<file path="src/rtl/digit_scan_mux.sv">
// Multiplexed seven-segment digit scanner with a per-frame display snapshot.
// Drives a one-hot digit select and active-low anodes, and outputs the nibble for the hex decoder.
module digit_scan_mux #(
    parameter int DIGITS = 4,
    parameter int DIV    = 100000,
    parameter bit LZS    = 1'b0
) (
    input  logic                  clk,
    input  logic                  reset,
    input  logic                  en,
    input  logic [4*DIGITS-1:0]   N,
    input  logic [DIGITS-1:0]     blank_in,
    input  logic [DIGITS-1:0]     dp_in,
    output logic [DIGITS-1:0]     sel,
    output logic [DIGITS-1:0]     an,
    output logic [3:0]            H,
    output logic                  dp,
    output logic                  frame
);

    localparam int CW = (DIV > 1) ? $clog2(DIV) : 1;
    localparam int IW = (DIGITS > 1) ? $clog2(DIGITS) : 1;
    localparam logic [CW-1:0] CMAX = CW'(DIV - 1);
    localparam logic [IW-1:0] IMAX = IW'(DIGITS - 1);

    logic [CW-1:0]       cnt;
    logic [IW-1:0]       idx;
    logic [4*DIGITS-1:0] snapn;
    logic [DIGITS-1:0]   snapb;
    logic [DIGITS-1:0]   snapd;
    logic [DIGITS-1:0]   supp;
    logic [DIGITS-1:0]   dark;
    logic                tick;
    logic                last;

    assign tick = en && (cnt == CMAX);
    assign last = (idx == IMAX);

    // The snapshot reloads on the edge that wraps idx back to 0.
    always_ff @(posedge clk) begin
        if (reset) begin
            cnt   <= '0;
            idx   <= '0;
            snapn <= '0;
            snapb <= '1;
            snapd <= '0;
            frame <= 1'b0;
        end else begin
            frame <= 1'b0;
            if (en) begin
                cnt <= tick ? '0 : cnt + 1'b1;
            end
            if (tick) begin
                idx <= last ? '0 : idx + 1'b1;
                if (last) begin
                    snapn <= N;
                    snapb <= blank_in;
                    snapd <= dp_in;
                    frame <= 1'b1;
                end
            end
        end
    end

    // A digit is a leading zero when it and every digit above it are zero.
    always_comb begin
        logic acc;
        acc  = 1'b1;
        supp = '0;
        for (int k = DIGITS - 1; k >= 1; k--) begin
            acc     = acc & (snapn[4*k +: 4] == 4'd0);
            supp[k] = acc;
        end
    end

    assign dark = snapb | (LZS ? supp : '0);

    always_comb begin
        sel      = '0;
        sel[idx] = 1'b1;
    end

    assign an = ~(sel & ~dark);
    assign H  = snapn[{idx, 2'b00} +: 4];
    assign dp = ~(snapd[idx] & ~dark[idx]);

endmodule

</file>
<file path="config.mk">
export PLATFORM = sky130hd
export DESIGN_NAME = digit_scan_mux
export DESIGN_NICKNAME = d
export VERILOG_FILES = /design/src/rtl/digit_scan_mux.sv
export SDC_FILE = /design/constraint.sdc
export NUM_CORES = 1
export LEC_CHECK = 0
export ABC_AREA = 1
export CAP_MARGIN = 20
export CELL_PAD_IN_SITES_DETAIL_PLACEMENT = 1
export CELL_PAD_IN_SITES_GLOBAL_PLACEMENT = 1
export CORE_MARGIN = 2
export CORE_UTILIZATION = 37
export DETAILED_ROUTE_END_ITERATION = 8
export GPL_ROUTABILITY_DRIVEN = 0
export PLACE_DENSITY = 0.9
export SLEW_MARGIN = 0
export SYNTH_ARGS = -nofsm -noshare
export SYNTH_HDL_FRONTEND = slang
export SYNTH_SLANG_ARGS = --single-unit
</file>
<file path="constraint.sdc">
create_clock -name clk -period 2.1 [get_ports clk]
set_clock_uncertainty 0.1 [all_clocks]
set_input_delay 0.42 -clock clk [delete_from_list [all_inputs] [get_ports clk]]
set_output_delay 0.42 -clock clk [all_outputs]
set_load 0.05 [all_outputs]
</file>
==> run metrics <==
outcome=complete, no violations; Yosys top cell by area=dfxtp_1; post-route ant nets=0; CP startpoint kind=flop; switching power=362 µW; total power=1610 µW; Post-synth ARST share=0; Slew Viols, Final=0; synth unique cells=28; CP bufs+invs=2; vias per cell=around 5.1; mux contribution to synthesized area=0; total CTS buffers=5; Slew @ Worst Pin=between 0.4 and 0.5 ns; switching share of total power=0.225; Flop pwr share=0.521; peak supply drop=between 0.0002 and 0.0003 V; Buffers on Ports=40; Routed WL per cell=14.7 µm; CP max FO=6; htree depth=2; xor/xnor share of the synthesized area=0.0115; LEAKAGE=between 0.001 and 0.0015 µW; slew margin rel.=0.672; final setup vio count=0; DP HPWL=4.82 mm; first-pass GRT wire length=about 10 mm; Overflow after GRT=0; total track usage=0.201; Placement Setup Slack=between 0.02 and 0.03 ns; Clock transition at path regs=roughly 0.090 ns; combinational power share=0.057; Seq cells post-synth=44; clk buf depth=2; Synth Area in Compound Gates=0.0471; Mapped Area=2280 µm²; syn_nets=364; CTS sink count=44; CTS tree=done; slowest cell delay on critical path=0.45 ns; DRT Wirelength=about 6.6 mm; internal power=between 1000 and 1500 µW; Req. time, crit path=between 1.5 and 2 ns; Initial Util=0.383; Core Box Area=5960 µm²; ratio of cells with drive above 1 in the final layout=0.134; Hold Crit Class=reg -> reg; Setup Total Neg Slack=0 ns; setup ws final=between 0.015 and 0.02 ns; kind of critical path=reg -> out; Post-synth top cells=nand2_1, nand3_1, nor2_1; ranking of synthesized cells by area=dfxtp_1, nand3_1, nand2_1; Synth Warn #=0; Final period util=0.992; ANT cells=0; CP endpoint kind=primary output; main combinational cell family by area after synthesis=simple AND/OR/NAND/NOR gates; largest net degree at the start of global routing=between 40 and 50; post-synthesis sequential area ratio=0.386; crit path DAT=about 1.6 ns; Layout area overhead=28.4%; drt pass-1 iters=4; Core Util, Final=0.492; critical-path cell list=clkinvlp_4 -> o21ai_0 -> o22ai_1 -> buf_4; Post-Synth Simple-Gate Area=0.435; Pwr Density=roughly 550 nW/µm²; dominant synthesized flop cell=dfxtp_1; most common cell in the synthesized netlist=nand2_1; adder-cell area share of the yosys netlist=0.0274; DRC=0; number of hold buffers added after cts=0; Period minus WS final=between 2 and 2.5 ns; die area=6820 µm²; Synth Area per Inst=around 6.9 µm²; number of global-route vias before repair=around 2300; die height=a little over 80 µm; part of the power in the clock network=0.421; CP delay by family, top=flip-flops; EDFF count, synth=0; final hold vios=0; # rows=28; width of the die=82.6 µm; Synth top area share=0.386; Final #Nets=between 400 and 500; Clock Tree Root=clkbuf_8; I/O pins=just over 40; Mapped Cells=between 300 and 400; clk_lat worst skew=approximately 0.31 ns; Crit-path slowest cell=dfxtp_2; max_cap viols=0; final hold slack=approximately 0.38 ns; Iter 0 DRT Violations=approximately 130; via count=2300; FMAX=just under 500 MHz; initial antenna violation count=0
==> placed cells by master, fill, tap and decap left out, types with 2 or more instances in the layout <==
cell type and n:
nor2_1 47, clkinvlp_4 4, inv_1 28, o21ai_0 12
o22ai_1 4, nand3_2 2, dfxtp_1 43, nand3_1 62
nor2_4 5, inv_2 2, nor3_1 7, ha_2 2
buf_4 11, nand2_2 4, ha_1 3, xor2_1 3
clkdlybuf4s50_1 27, nand4_1 4, clkbuf_8 5, nand2_1 77
a21oi_1 3, buf_12 8
==> layer usage <==
metal,vias up,GRT usage,part of all wire
met1,1111,0.234,0.44
met2,33,0.365,0.52
met3,8,0.0370,0.030
met5,-,0,0
met4,0,0.0721,0.012
li1,1148,-,-
==> through the flow <==
stage               cell area [µm²]  cells
floorplan                      2280    332
global placement               2800    439
detailed placement             2800    439
CTS                            2910    447
global route                   2930    448
finish                         2930    448
==> cell families (layout without fill, tap and decap cells) <==
family                   after synthesis  in the layout
flip-flops                            44             44
buffers and inverters                 46             87
AO/OA/AOI/OAI                         20             20
adder cells (fa/ha/maj)                5              5
AND/OR/NAND/NOR                      214            214
XOR/XNOR                               3              3
==> worst paths after layout <==
path,startpoint,to,slack (ns),cells after the start
hold reg to reg,snapd[1],snapd[1],0.38,2
setup / recovery,idx[0],H[1],0.02,4
hold / removal,snapd[1],snapd[1],0.38,2
setup reg to reg,cnt[0],snapn[0],0.32,8
==> power groups by stage <==
stage / clock network (µW) / registers [µW] / logic, µW
after global placement: 0 / 859 / 90.6
after global routing: 719 / 841 / 99.8
after CTS: 692 / 840 / 93.4
after detailed placement: 0 / 860 / 92.9
after floorplan: 0 / 859 / 30.4
final: 679 / 840 / 92.3
==> worst register-to-register path, stage by stage, from the launching register on <==
cell and delay (ns):
dfxtp_1 0.39, ha_1 0.18, inv_1 0.07, nor2_4 0.22, nand3_2 0.12, nor2_4 0.12, nand2_2 0.24, nand3_1 0.16
nand2_1 0.06
==> state kept, by name (all words and copies together), names as in the netlist <==
| signal | cells |
|---|---|
| frame | 1 |
| idx | 2 |
| dark | 4 |
| snapn | 16 |
| cnt | 17 |
| snapd | 4 |
==> area by class of cell <==
cell class,instances,area (µm²)
Clock inverter,3,46.3
Clock buffer,5,68.8
Sequential cell,44,882
Timing Repair Buffer,46,513
Tap cell,75,93.8
Fill cell,773,3020
Timing Repair inverter,1,7.51
Multi-Input combinational cell,242,1190
Inverter,32,128
==> what timing repair did <==
action / CTS / global route
buffers inserted: 0 / 0
endpoints found under the setup margin: 0 / 6
resized for setup: 0 / 6
Note: power is estimated with default switching activity, not from simulation.
